==> config.mk <==
export PLATFORM = sky130hd
export DESIGN_NAME = pc_stack
export DESIGN_NICKNAME = d
export VERILOG_FILES = /design/src/rtl/pc_stack.sv
export SDC_FILE = /design/constraint.sdc
export NUM_CORES = 1
export LEC_CHECK = 0
export ABC_AREA = 1
export BUFFER_PORTS_ARGS = -buffer_cell sky130_fd_sc_hd__clkbuf_2
export CAP_MARGIN = 20
export CORE_MARGIN = 3
export CORE_UTILIZATION = 40
export DETAILED_ROUTE_END_ITERATION = 7
export SLEW_MARGIN = 20
export SYNTH_ARGS = -nofsm -noshare
export SYNTH_HDL_FRONTEND = slang
export SYNTH_SLANG_ARGS = --single-unit
==> constraint.sdc <==
create_clock -name I_CLK -period 3.2 [get_ports I_CLK]
set_clock_uncertainty 0.15 [all_clocks]
set_input_delay 0.64 -clock I_CLK [delete_from_list [all_inputs] [get_ports I_CLK]]
set_output_delay 0.64 -clock I_CLK [all_outputs]
set_load 0.03 [all_outputs]
==> src/rtl/pc_stack.sv <==
// pc_stack: program counter with relative branch and hardware return-address stack
module pc_stack #(
  parameter int P_ADDRESS_WIDTH = 16,
  parameter int P_STACK_DEPTH = 8,
  parameter logic [P_ADDRESS_WIDTH-1:0] P_RESET_ADDRESS = '0
) (
  input  logic                                I_CLK,
  input  logic                                I_RESET,
  input  logic                                I_ENABLE,
  input  logic [2:0]                          I_OP,
  input  logic [P_ADDRESS_WIDTH-1:0]          I_ADDRESS,
  output logic [P_ADDRESS_WIDTH-1:0]          O_ADDRESS,
  output logic [$clog2(P_STACK_DEPTH):0]      O_STACK_COUNT,
  output logic                                O_STACK_EMPTY,
  output logic                                O_STACK_FULL,
  output logic                                O_OVERFLOW,
  output logic                                O_UNDERFLOW,
  output logic                                O_ILLEGAL
);
  localparam int PW = $clog2(P_STACK_DEPTH);
  localparam int CW = PW + 1;
  localparam logic [2:0] OP_HOLD = 3'd0;
  localparam logic [2:0] OP_INC = 3'd1;
  localparam logic [2:0] OP_JUMP = 3'd2;
  localparam logic [2:0] OP_BRANCH = 3'd3;
  localparam logic [2:0] OP_CALL = 3'd4;
  localparam logic [2:0] OP_RETURN = 3'd5;

  logic [P_ADDRESS_WIDTH-1:0] addr_q, addr_d;
  logic [CW-1:0]              count_q, count_d;
  logic                       ovf_q, ovf_d;
  logic                       unf_q, unf_d;
  logic                       ill_q, ill_d;
  logic [P_ADDRESS_WIDTH-1:0] entry_q [P_STACK_DEPTH];
  logic                       push;
  logic                       full;
  logic                       empty;
  logic [PW-1:0]              top_idx;
  logic [PW-1:0]              push_idx;
  logic [CW-1:0]              count_dec;
  logic [P_ADDRESS_WIDTH-1:0] ret_addr;

  assign full = count_q == CW'(P_STACK_DEPTH);
  assign empty = count_q == '0;
  assign count_dec = count_q - CW'(1);
  assign top_idx = count_dec[PW-1:0];
  assign push_idx = count_q[PW-1:0];
  assign ret_addr = addr_q + P_ADDRESS_WIDTH'(1);

  // decode one operation per enabled cycle; faults set sticky flags and otherwise hold
  always_comb begin
    addr_d = addr_q;
    count_d = count_q;
    ovf_d = ovf_q;
    unf_d = unf_q;
    ill_d = ill_q;
    push = 1'b0;
    if (I_ENABLE) begin
      case (I_OP)
        OP_HOLD: ;
        OP_INC: addr_d = ret_addr;
        OP_JUMP: addr_d = I_ADDRESS;
        OP_BRANCH: addr_d = addr_q + I_ADDRESS;
        OP_CALL: begin
          if (full) ovf_d = 1'b1;
          else begin
            push = 1'b1;
            addr_d = I_ADDRESS;
            count_d = count_q + CW'(1);
          end
        end
        OP_RETURN: begin
          if (empty) unf_d = 1'b1;
          else begin
            addr_d = entry_q[top_idx];
            count_d = count_dec;
          end
        end
        default: ill_d = 1'b1;
      endcase
    end
  end

  // pc, stack pointer and sticky flags; reset overrides enable
  always_ff @(posedge I_CLK) begin
    if (I_RESET) begin
      addr_q <= P_RESET_ADDRESS;
      count_q <= '0;
      ovf_q <= 1'b0;
      unf_q <= 1'b0;
      ill_q <= 1'b0;
    end else begin
      addr_q <= addr_d;
      count_q <= count_d;
      ovf_q <= ovf_d;
      unf_q <= unf_d;
      ill_q <= ill_d;
    end
  end

  // stack storage is never cleared; only the pointer defines valid entries
  always_ff @(posedge I_CLK) begin
    if (!I_RESET && push) entry_q[push_idx] <= ret_addr;
  end

  assign O_ADDRESS = addr_q;
  assign O_STACK_COUNT = count_q;
  assign O_STACK_EMPTY = empty;
  assign O_STACK_FULL = full;
  assign O_OVERFLOW = ovf_q;
  assign O_UNDERFLOW = unf_q;
  assign O_ILLEGAL = ill_q;
endmodule

==> results.txt, run 1 <==
----------------------------------------------------
[Pwr]
  Power Density ... between 500 and 600 mW/mm^2
  Peak VDD IR ... 0.441 mV
  Switching power ... 1.24 mW
  Clk pwr share ... between 40% and 50%
  Part of the total power dissipated in sequential elements ... 42.9%
  Total leakage power ... 3.55 nW
  Logic pwr share ... between 10% and 20%
  Pint ... a little under 4 mW
  Proportion of total power due to net switching ... between 20% and 30%

[Clock network]
  Number of CTS-inserted buffers ... 17
  Number of buffers inserted by hold repair at cts ... 0
  Clock-pin slew on the worst setup and hold paths ... 60 ps
  H-tree depth ... 4
  Buffer type at the clock tree root ... sky130_fd_sc_hd__clkbuf_16
  Worst skew pair latency ... approximately 420 ps
  Post-cts sizing count ... 0
  Clock tree from TritonCTS ... built
  Clk sinks ... approximately 150
  Deepest clock path buffer count ... 2
  Number of buffers inserted to repair setup after CTS ... 0

[Placed design]
  Setup Slack @ Placement ... 663 ps
  Final Wtd Congestion ... around 0.9
  Instance count after placement with tap cells included ... 1,138
  Detailed-placement wirelength estimate ... 13.6 mm
  Port Buffers ... between 40 and 50

[STA]
  Period minus WS final ... about 2500 ps
  Final number of hold-violating endpoints ... 0
  Final slew viol count ... 0
  Final period utilization ... roughly four fifths
  Final setup violation count ... 0
  Slew at the pin closest to its max-slew limit ... around 850 ps
  Setup ws final ... between 600 and 700 ps
  Fmax ... about 400 MHz
  Rel. slew slack ... approximately 43%
  Unrepaired setup endpoints after global routing ... false

[Logic synthesis]
  Complex-gate fraction of the synthesized area ... between 10% and 20%
  Top cells by area in the synthesized netlist ... sky130_fd_sc_hd__edfxtp_1 50%, sky130_fd_sc_hd__nand2_1 9.5%, sky130_fd_sc_hd__dfxtp_1 6.0%, sky130_fd_sc_hd__o21ai_0 5.2%, sky130_fd_sc_hd__nor2_1 4.9%
  Ranking of synthesized cells by instance count ... 196 x sky130_fd_sc_hd__nand2_1, 128 x sky130_fd_sc_hd__edfxtp_1, 101 x sky130_fd_sc_hd__nor2_1, 80 x sky130_fd_sc_hd__o21ai_0, 72 x sky130_fd_sc_hd__inv_1
  Synth async-reset ratio ... 0%
  Most repeated cell in the gate-level netlist after synthesis ... sky130_fd_sc_hd__nand2_1
  Area share of fa/ha/maj cells after synthesis ... about 3.5%
  Post-synth EDFFs ... 128
  Count of cell types in the netlist ... 40
  Proportion of synthesized area in mux cells ... 0%
  Synthesized area per cell ... slightly above 9 sq um
  Gate Count Post-Synth ... around 850
  Main combinational cell family by area after synthesis ... simple AND/OR/NAND/NOR gates
  Sequential share of the synthesized area ... between 50% and 60%
  Number of synthesized register bits ... roughly 150
  Net count of the mapped netlist ... slightly below 900
  Yosys top cell area share ... between 40% and 50%
  Mapped Area ... approximately 0.0077 sq mm
  Yosys Warn Count ... 0
  Most used flip-flop cell after synthesis ... sky130_fd_sc_hd__edfxtp_1
  Simple-gate share of the synthesized area ... between 20 and 25%
  XOR/XNOR Fraction of Synth Area ... roughly 1.5%
  Dominant cell type by area after synthesis ... sky130_fd_sc_hd__edfxtp_1

[Floorplanning]
  Placeable Area ... between 0.015 and 0.02 sq mm
  Die Y-Extent ... about 140 um
  DIE AREA ... ~0.021 sq mm
  I/O pin count ... 47
  Row cnt ... 50
  Initial cell density of the core ... 41.0%
  Die outline width ... about 140 um

[Cells and area]
  Antenna diode count ... 0
  Non-filler cells, final ... 1,170
  Area taken by multi-input logic gates ... slightly below 0.003 sq mm
  Layout cell share with drive strength beyond 1 ... 13.3%
  Area added between synthesis and finish ... 15.6%
  Net total in the final layout ... 940
  FF+latch area ... 0.00431 sq mm
  # fillers ... approximately 1,800

[Run status]
  Result of the run ... finished clean

[Global route]
  Largest net degree at the start of global routing ... 72
  Grt met3 use ... between 4 and 5%
  Global Route met2 Usage ... just under 30%
  Global router's overall resource usage ... between 10% and 20%
  Grt met1 use ... about 29%
  Most used routing layer in global routing ... met2
  Global route overflow ... 0
  First-pass GRT wire length ... just over 30 mm
  Vias in the first global route ... approximately 5,500
  Antenna violations before repair ... 0

[Drt]
  Violation count after the first detailed-route iteration ... 477
  Wire length reported by the detailed router ... around 20 mm
  Antenna-violating nets left ... 0
  Drt via density ... about 5.3
  Number of iterations in the first detailed-routing pass ... 6
  Routed wire per std cell ... approximately 17 um
  # DRC ... 0
  DR vias ... just over 6,000

[Worst setup path]
  Nature of the critical path startpoint ... flop
  Crit path DAT ... around 1700 ps
  Critical path data required time ... between 2000 and 2500 ps
  Critical-path maximum fanout ... 7
  Worst Setup Path Type ... reg2out
  Crit. End Element ... output port

[Hold path]
  Worst hold path type ... reg2reg

[Flow run]
  Max Cap Violations ... 0

----------------------------------------------------
## placed cells by master, fill, tap and decap left out, drive strengths merged, types with 3 or more instances in the layout
| master | netlist | final |
|---|---|---|
| o22ai | 20 | 20 |
| nor3 | 13 | 13 |
| nand4 | 9 | 9 |
| clkbuf | 9 | 63 |
| xor2 | 10 | 10 |
| bufinv | 0 | 7 |
| edfxtp | 128 | 128 |
| o21ai | 85 | 85 |
| xnor2 | 3 | 3 |
| ha | 20 | 20 |
| clkinvlp | 0 | 3 |
| inv | 77 | 77 |
| nand3b | 5 | 5 |
| dfxtp | 23 | 23 |
| nand3 | 62 | 62 |
| buf | 24 | 19 |
| nand2 | 201 | 201 |
| nor2 | 105 | 105 |
| clkinv | 0 | 5 |
| a21oi | 43 | 43 |
## state kept, by name, summed over array words and instances, names as in the netlist
register	cells
O_UNDERFLOW	1
O_ILLEGAL	1
entry_q	128
O_STACK_COUNT	4
O_ADDRESS	16
O_OVERFLOW	1
## path summary, 6_finish.rpt
check | from | to | slack, ps | cells past startpoint
worst max-delay path | O_STACK_COUNT[1]$_SDFFE_PP0P_ | O_STACK_FULL | 670 | 5
worst min-delay path | O_ILLEGAL$_SDFFE_PP0P_ | O_ILLEGAL$_SDFFE_PP0P_ | 320 | 2
worst max register to register | O_ADDRESS[0]$_SDFFE_PP0P_ | O_ADDRESS[6]$_SDFFE_PP0P_ | 710 | 9
worst min register to register | O_ILLEGAL$_SDFFE_PP0P_ | O_ILLEGAL$_SDFFE_PP0P_ | 320 | 2
## power groups by stage
| stage | Sequential [mW] | Clock (mW) | Combinational [mW] |
|---|---|---|---|
| after floorplan | 2.26 | 0 | 0.394 |
| after global placement | 2.24 | 0 | 0.599 |
| after detailed placement | 2.24 | 0 | 0.604 |
| after CTS | 2.20 | 2.35 | 0.608 |
| after global routing | 2.20 | 2.42 | 0.679 |
| final | 2.20 | 2.31 | 0.607 |
## cells by family (layout without fill, tap and decap cells)
group,count (synthesis),after routing
xor gates and xnor gates,13,13
AOI/OAI and AO/OA,153,153
DFF,151,151
adders and majority gates,21,21
and+or+nand+nor,398,398
buffers and inverters,110,174
## metrics by stage
stage	hold WS [ps]	TNS (ps)	instance area (sq um)	total power, mW	util (%)
finish	323	0	8910	5.12	47.3
global route	373	0	8910	5.30	47.3
CTS	327	0	8910	5.15	47.3
detailed placement	309	0	8230	2.84	43.7
global placement	310	0	8230	2.84	43.7
floorplan	453	-20540	7710	2.66	-
## routing by layer
layer	vias to the layer above	routed length [um]
met1	2930	9340
met4	0	295
li1	2995	-
met5	-	0
met3	20	1270
met2	218	9360
## area by class of cell
cell class	count	area share (%)
Clock buffer	17	4.77
Multi-Input combinational cell	585	32.9
Clock inverter	15	2.88
Tap cell	260	3.65
Inverter	77	3.33
Timing Repair Buffer	65	4.18
Sequential cell	151	48.3
## critical path, stage by stage, from the launching register on
cell and delay, ps:
sky130_fd_sc_hd__dfxtp_1 330, sky130_fd_sc_hd__inv_1 210, sky130_fd_sc_hd__ha_1 340, sky130_fd_sc_hd__nand2_4 100, sky130_fd_sc_hd__nor2_4 110, sky130_fd_sc_hd__clkbuf_2 220
Note: power is estimated with default switching activity, not from simulation.
==> inputs of run 2 (changes only) <==
clock period = 2.5 ns   (was 3.2 ns; I/O delays follow)
==> results.txt, run 2 (synthesis gave the netlist of run 1 again) <==
----------------------------------------------------
[Worst setup path]
  Reg-to-reg critical path startpoint ... O_ADDRESS[0]$_SDFFE_PP0P_ (unchanged)
  Critical path data required time ... 1850 ps (was 2410 ps)
  Critical-path maximum fanout ... 71 (was 7)
  Nature of the critical path startpoint ... flop (unchanged)
  Worst R2R Path Depth ... 6 (was 9)
  Series of cell instances along the critical path ... buf_4 > clkbuf_2 (was inv_1 > ha_1 > nand2_4 > nor2_4 > clkbuf_2)
  Number of buffer and inverter instances along the worst setup path ... 2 (unchanged)
  Cell family with most CP delay ... buffers and inverters (unchanged)
  R2R setup slack ... 220 ps (was 710 ps)
  Worst Setup Path Type ... reg2out (unchanged)
  CP peak stage delay ... 580 ps (was 340 ps)
  Crit. End Element ... output port (unchanged)
  Worst flop-to-flop path endpoint ... entry_q[1][12]$_DFFE_PP_ (was O_ADDRESS[6]$_SDFFE_PP0P_)
  Crit path DAT ... 1690 ps (was 1740 ps)
  Slowest cell on the critical path ... sky130_fd_sc_hd__buf_4 (was sky130_fd_sc_hd__ha_1)

[STA]
  Setup ws final ... 162 ps (was 672 ps)
  Fmax ... between 400 and 500 MHz
  Rel. slew slack ... 50.3% (was 43.4%)
  Final slew viol count ... 0 (unchanged)
  Period minus WS final ... about 2300 ps
  Setup TNS ... 0 ps (unchanged)
  Final period utilization ... 93.5%
  Slew at the pin closest to its max-slew limit ... 746 ps (was 845 ps)
  Unrepaired setup endpoints after global routing ... false (unchanged)
  Final setup violation count ... 0 (unchanged)
  Final number of hold-violating endpoints ... 0 (unchanged)

[Hold path]
  End of the worst hold path ... O_ILLEGAL$_SDFFE_PP0P_ (unchanged)
  Cells on Worst Hold Path ... 3 (was 2)
  Hold path startpoint ... I_ENABLE (was O_ILLEGAL$_SDFFE_PP0P_)
  Worst hold path type ... in2reg (was reg2reg)

[Pwr]
  Total leakage power ... 3.59 nW (was 3.55 nW)
  Peak VDD IR ... 0.566 mV (was 0.441 mV)
  Power Density ... 656 mW/mm^2 (was 574 mW/mm^2)

[Global route]
  Global route overflow ... 0 (unchanged)
  Vias in the first global route ... 5,549 (was 5,507)
  Global Route met2 Usage ... 30.5% (was 29.4%)
  Largest net degree at the start of global routing ... 72 (unchanged)
  First-pass GRT wire length ... 31.1 mm (was 30.8 mm)
  Antenna violations before repair ... 0 (unchanged)
  Grt met1 use ... 28.6% (was 28.7%)
  Most used routing layer in global routing ... met2 (unchanged)
  Grt met3 use ... 3.88% (was 4.11%)
  Global router's overall resource usage ... 19.7% (was 19.4%)

[Cells and area]
  Most frequent cells in the layout ... 195 x sky130_fd_sc_hd__nand2_1, 128 x sky130_fd_sc_hd__edfxtp_1, 96 x sky130_fd_sc_hd__nor2_1 (was 196 x sky130_fd_sc_hd__nand2_1, 128 x sky130_fd_sc_hd__edfxtp_1, 101 x sky130_fd_sc_hd__nor2_1)
  Largest register FFs ... 128 (unchanged)
  Most common cell after layout, fill and taps aside ... sky130_fd_sc_hd__nand2_1 (unchanged)
  Net total in the final layout ... 954 (was 940)
  Antenna diode count ... 0 (unchanged)
  Area added between synthesis and finish ... 17.5% (was 15.6%)
  Layout cell share with drive strength beyond 1 ... 14.8% (was 13.3%)
  Largest Register ... entry_q (unchanged)

[Drt]
  Wire length reported by the detailed router ... 20.4 mm (was 20.3 mm)
  Violation count after the first detailed-route iteration ... 515 (was 477)
  Routed wire per std cell ... 17.2 um (was 17.3 um)
  DR vias ... 6,155 (was 6,163)
  Number of iterations in the first detailed-routing pass ... 5 (was 6)
  # DRC ... 0 (unchanged)
  Antenna-violating nets left ... 0 (unchanged)
  Drt via density ... 5.20 (was 5.27)

[Placed design]
  Final Wtd Congestion ... 0.881 (was 0.902)
  Port Buffers ... 46 (unchanged)
  Setup Slack @ Placement ... 117 ps (was 663 ps)
  Detailed-placement wirelength estimate ... 14.0 mm (was 13.6 mm)

[Floorplanning]
  I/O pin count ... 47 (unchanged)
  Die Y-Extent ... 145 um (unchanged)
  Row cnt ... 50 (unchanged)
  Placeable Area ... 0.0188 sq mm (unchanged)
  DIE AREA ... 0.0210 sq mm (unchanged)
  Die outline width ... 145 um (unchanged)
  Initial cell density of the core ... 41.0% (unchanged)

[Clock network]
  Clock-pin slew on the worst setup and hold paths ... 60 ps (about the same)
  Deepest clock path buffer count ... 2 (unchanged)
  Clock tree from TritonCTS ... built (unchanged)
  Worst skew pair latency ... 420 ps (about the same)
  Number of buffers inserted to repair setup after CTS ... 0 (unchanged)
  Number of CTS-inserted buffers ... 17 (unchanged)
  Post-cts sizing count ... 0 (unchanged)
  Number of buffers inserted by hold repair at cts ... 0 (unchanged)
  Buffer type at the clock tree root ... sky130_fd_sc_hd__clkbuf_16 (unchanged)
  Clk sinks ... 151 (unchanged)
  H-tree depth ... 4 (unchanged)

[Run status]
  Result of the run ... finished clean (unchanged)

[Flow run]
  Max Cap Violations ... 0 (unchanged)

----------------------------------------------------
run 2: worst max-delay path by stage:
stage          cells past startpoint                        to  slack [ps]                          start
2_1_floorplan                     10   entry_q[2][0]$_DFFE_PP_         -50  O_STACK_COUNT[0]$_SDFFE_PP0P_
3_3_place_gp                       7  entry_q[2][12]$_DFFE_PP_         140                        I_OP[0]
3_5_place_dp                       7  entry_q[2][10]$_DFFE_PP_         120                        I_OP[0]
4_1_cts                            2          O_STACK_COUNT[0]         130  O_STACK_COUNT[0]$_SDFFE_PP0P_
5_1_grt                            6  entry_q[1][12]$_DFFE_PP_          40      O_ADDRESS[0]$_SDFFE_PP0P_
6_report                           2          O_STACK_COUNT[0]         160  O_STACK_COUNT[0]$_SDFFE_PP0P_
run 2: worst min-delay path, cell delays in order:
cell                       delay [ps]
sky130_fd_sc_hd__clkbuf_2         130
sky130_fd_sc_hd__a21oi_1           70
sky130_fd_sc_hd__nor2_1            70
run 2: routing by layer:
metal | up-vias | part of all wire [%]
li1 | 3024 | -
met1 | 2941 | 46
met2 | 167 | 47
met3 | 23 | 5.4
met4 | 0 | 1.6
met5 | - | 0
run 2: power breakdown:
| part | switching, mW | internal, mW | total (mW) |
|---|---|---|---|
| Clock | 0.931 | 1.37 | 2.31 |
| Combinational | 0.562 | 0.265 | 0.827 |
| Sequential | 0.0374 | 2.77 | 2.81 |
run 2: metrics by stage:
step	cells	power [mW]	area, sq um	hold WS, ps	util (%)
2_1_floorplan	846	3.41	7820	419	-
5_1_grt	1184	6.19	9060	276	48.1
3_3_place_gp	1152	3.68	8530	306	45.3
6_report	1184	5.94	9060	232	48.1
3_5_place_dp	1152	3.68	8530	318	45.3
4_1_cts	1184	5.97	9060	229	48.1
run 2: cell type report:
type | count | area [sq um]
Fill cell | 1787 | 9770
Sequential cell | 151 | 4310
Multi-Input combinational cell | 585 | 3010
Timing Repair Buffer | 79 | 591
Clock buffer | 29 | 510
Tap cell | 260 | 325
Inverter | 77 | 299
Clock inverter | 3 | 20.0
==> inputs of run 3 (changes only) <==
CORE_UTILIZATION = 61   (was 40)
PLACE_DENSITY = 0.8   (was default)
==> results.txt, run 3 (synthesis gave the netlist of run 1 again) <==
----------------------------------------------------
[Cells and area]
  Layout cell share with drive strength beyond 1 ... 15.1% (was 14.8%)
  Net total in the final layout ... 949 (was 954)
  Most frequent cells in the layout ... 195 x sky130_fd_sc_hd__nand2_1, 128 x sky130_fd_sc_hd__edfxtp_1, 96 x sky130_fd_sc_hd__nor2_1 (unchanged)
  Largest Register ... entry_q (unchanged)
  Largest register FFs ... 128 (unchanged)
  Most common cell after layout, fill and taps aside ... sky130_fd_sc_hd__nand2_1 (unchanged)
  Antenna diode count ... 0 (unchanged)
  Area added between synthesis and finish ... 16.4% (was 17.5%)
  Non-filler cells, final ... 1,087 (was 1,184)

[STA]
  Rel. slew slack ... 52.6% (was 50.3%)
  Setup ws final ... 171 ps (was 162 ps)
  Period minus WS final ... 2330 ps (was 2340 ps)
  Unrepaired setup endpoints after global routing ... false (unchanged)
  Final slew viol count ... 0 (unchanged)
  Final period utilization ... 93.2% (was 93.5%)
  Fmax ... 429 MHz (was 428 MHz)
  Final setup violation count ... 0 (unchanged)
  Slew at the pin closest to its max-slew limit ... 708 ps (was 746 ps)
  Final number of hold-violating endpoints ... 0 (unchanged)

[Placed design]
  Port Buffers ... 46 (unchanged)
  Instance count after placement with tap cells included ... 1,051 (was 1,152)
  Setup Slack @ Placement ... 50.5 ps (was 117 ps)
  Detailed-placement wirelength estimate ... 13.5 mm (was 14.0 mm)
  Final Wtd Congestion ... 0.969 (was 0.881)

[Worst setup path]
  R2R setup slack ... 190 ps (was 220 ps)
  Crit. End Element ... output port (unchanged)
  Worst R2R Path Depth ... 10 (was 6)
  Number of buffer and inverter instances along the worst setup path ... 2 (unchanged)
  Worst setup path startpoint ... O_STACK_COUNT[0]$_SDFFE_PP0P_ (unchanged)
  Critical-path maximum fanout ... 71 (unchanged)
  CP peak stage delay ... 560 ps (was 580 ps)
  Worst Setup Path Type ... reg2out (unchanged)
  Worst flop-to-flop path endpoint ... O_ADDRESS[14]$_SDFFE_PP0P_ (was entry_q[1][12]$_DFFE_PP_)
  Cell family with most CP delay ... buffers and inverters (unchanged)
  Slowest cell on the critical path ... sky130_fd_sc_hd__buf_4 (unchanged)
  Nature of the critical path startpoint ... flop (unchanged)
  Crit path DAT ... 1680 ps (was 1690 ps)
  Critical path data required time ... 1850 ps (about the same)
  Termination of the worst setup path ... O_STACK_COUNT[0] (unchanged)
  Reg-to-reg critical path startpoint ... O_ADDRESS[1]$_SDFFE_PP0P_ (was O_ADDRESS[0]$_SDFFE_PP0P_)
  Series of cell instances along the critical path ... buf_4 > clkbuf_2 (unchanged)
  Total stage count of the critical path ... 2 (unchanged)

[Clock network]
  H-tree depth ... 4 (unchanged)
  Clock-pin slew on the worst setup and hold paths ... 60 ps (about the same)
  Buffer type at the clock tree root ... sky130_fd_sc_hd__clkbuf_16 (unchanged)
  Deepest clock path buffer count ... 2 (unchanged)
  Number of CTS-inserted buffers ... 17 (unchanged)
  Clock tree from TritonCTS ... built (unchanged)
  Number of buffers inserted by hold repair at cts ... 0 (unchanged)
  Clk sinks ... 151 (unchanged)
  Worst skew pair latency ... 430 ps (was 420 ps)

[Drt]
  Routed wire per std cell ... 18.1 um (was 17.2 um)
  Number of iterations in the first detailed-routing pass ... 5 (unchanged)
  DR vias ... 6,363 (was 6,155)
  Wire length reported by the detailed router ... 19.7 mm (was 20.4 mm)
  Drt via density ... 5.85 (was 5.20)
  Antenna-violating nets left ... 0 (unchanged)
  # DRC ... 0 (unchanged)
  Violation count after the first detailed-route iteration ... 752 (was 515)

[Flow run]
  Max Cap Violations ... 0 (unchanged)

[Global route]
  Largest net degree at the start of global routing ... 72 (unchanged)
  Antenna violations before repair ... 0 (unchanged)
  Global route overflow ... 0 (unchanged)
  First-pass GRT wire length ... 30.5 mm (was 31.1 mm)
  Global router's overall resource usage ... 28.2% (was 19.7%)
  Vias in the first global route ... 5,921 (was 5,549)

[Hold path]
  Cells on Worst Hold Path ... 3 (unchanged)
  Worst hold path type ... in2reg (unchanged)

[Floorplanning]
  DIE AREA ... 0.0140 sq mm (was 0.0210 sq mm)
  Die outline width ... 118 um (was 145 um)
  Placeable Area ... 0.0122 sq mm (was 0.0188 sq mm)
  Row cnt ... 40 (was 50)
  I/O pin count ... 47 (unchanged)
  Initial cell density of the core ... 63.4% (was 41.0%)
  Die Y-Extent ... 118 um (was 145 um)

[Pwr]
  Total leakage power ... 3.60 nW (was 3.59 nW)
  Pwr Total ... 6.17 mW (was 5.94 mW)
  Peak VDD IR ... 0.558 mV (was 0.566 mV)
  Power Density ... 688 mW/mm^2 (was 656 mW/mm^2)

[Run status]
  Result of the run ... finished clean (unchanged)

----------------------------------------------------
run 3: cell types whose count changed in the layout (fill, tap and decap cells not counted):
| cell | delta |
|---|---|
| sky130_fd_sc_hd__inv_6 | +2 |
| sky130_fd_sc_hd__clkinv_4 | +2 |
| sky130_fd_sc_hd__clkbuf_8 | -4 |
| sky130_fd_sc_hd__clkinv_8 | +2 |
| sky130_fd_sc_hd__buf_6 | +1 |
| sky130_fd_sc_hd__inv_8 | +4 |
| sky130_fd_sc_hd__buf_4 | -6 |
| sky130_fd_sc_hd__clkinvlp_4 | +1 |
| sky130_fd_sc_hd__bufinv_16 | +1 |
| sky130_fd_sc_hd__clkbuf_1 | -7 |
| sky130_fd_sc_hd__clkinv_2 | -1 |
run 3: stage by stage:
step | utilization (%) | hold WS (ps) | TNS [ps] | cell area (sq um)
floorplan | - | 419 | -1710 | 7820
global placement | 68.6 | 310 | 0 | 8350
detailed placement | 68.6 | 318 | 0 | 8350
CTS | 73.5 | 218 | 0 | 8940
global route | 73.8 | 246 | 0 | 8970
finish | 73.8 | 223 | 0 | 8970
run 3: how the worst min path moves through the flow:
| stage | start | endpoint | slack, ps |
|---|---|---|---|
| 2_1_floorplan | I_RESET | O_ADDRESS[11]$_SDFFE_PP0P_ | 420 |
| 3_3_place_gp | O_ILLEGAL$_SDFFE_PP0P_ | O_ILLEGAL$_SDFFE_PP0P_ | 310 |
| 3_5_place_dp | O_UNDERFLOW$_SDFFE_PP0P_ | O_UNDERFLOW$_SDFFE_PP0P_ | 320 |
| 4_1_cts | I_ENABLE | O_ILLEGAL$_SDFFE_PP0P_ | 220 |
| 5_1_grt | I_ENABLE | O_UNDERFLOW$_SDFFE_PP0P_ | 250 |
| 6_report | I_ENABLE | O_ILLEGAL$_SDFFE_PP0P_ | 220 |
run 3: final cells by class:
| class | instances | area, sq um |
|---|---|---|
| Multi-Input combinational cell | 585 | 3010 |
| Timing Repair Buffer | 74 | 557 |
| Fill cell | 844 | 3190 |
| Inverter | 77 | 299 |
| Clock buffer | 18 | 429 |
| Tap cell | 168 | 210 |
| Sequential cell | 151 | 4310 |
| Clock inverter | 14 | 165 |
run 3: worst min-delay path, cell delays in order:
cell and delay, ps:
sky130_fd_sc_hd__clkbuf_2 120, sky130_fd_sc_hd__a21oi_1 70, sky130_fd_sc_hd__nor2_1 70
run 3: per-layer routing:
metal	wire length, um	up-vias	track usage [%]
li1	-	3018	-
met1	7860	3021	35.8
met2	10000	278	48.3
met3	1280	46	5.17
met4	525	0	11.2
met5	0	-	0
run 3: power breakdown:
group / internal (mW) / leakage (nW) / switching, mW
Sequential: 2.77 / 1.35 / 0.0376
Clock: 1.42 / 0.281 / 1.12
Combinational: 0.262 / 1.97 / 0.566
Total: 4.45 / 3.60 / 1.72
run 3: repair_timing:
action / 4_1_cts / 5_1_grt
resized for setup: 0 / 1
endpoints found under the setup margin: 0 / 1
endpoints found under the hold margin: 0 / 0
buffers inserted: 0 / 4
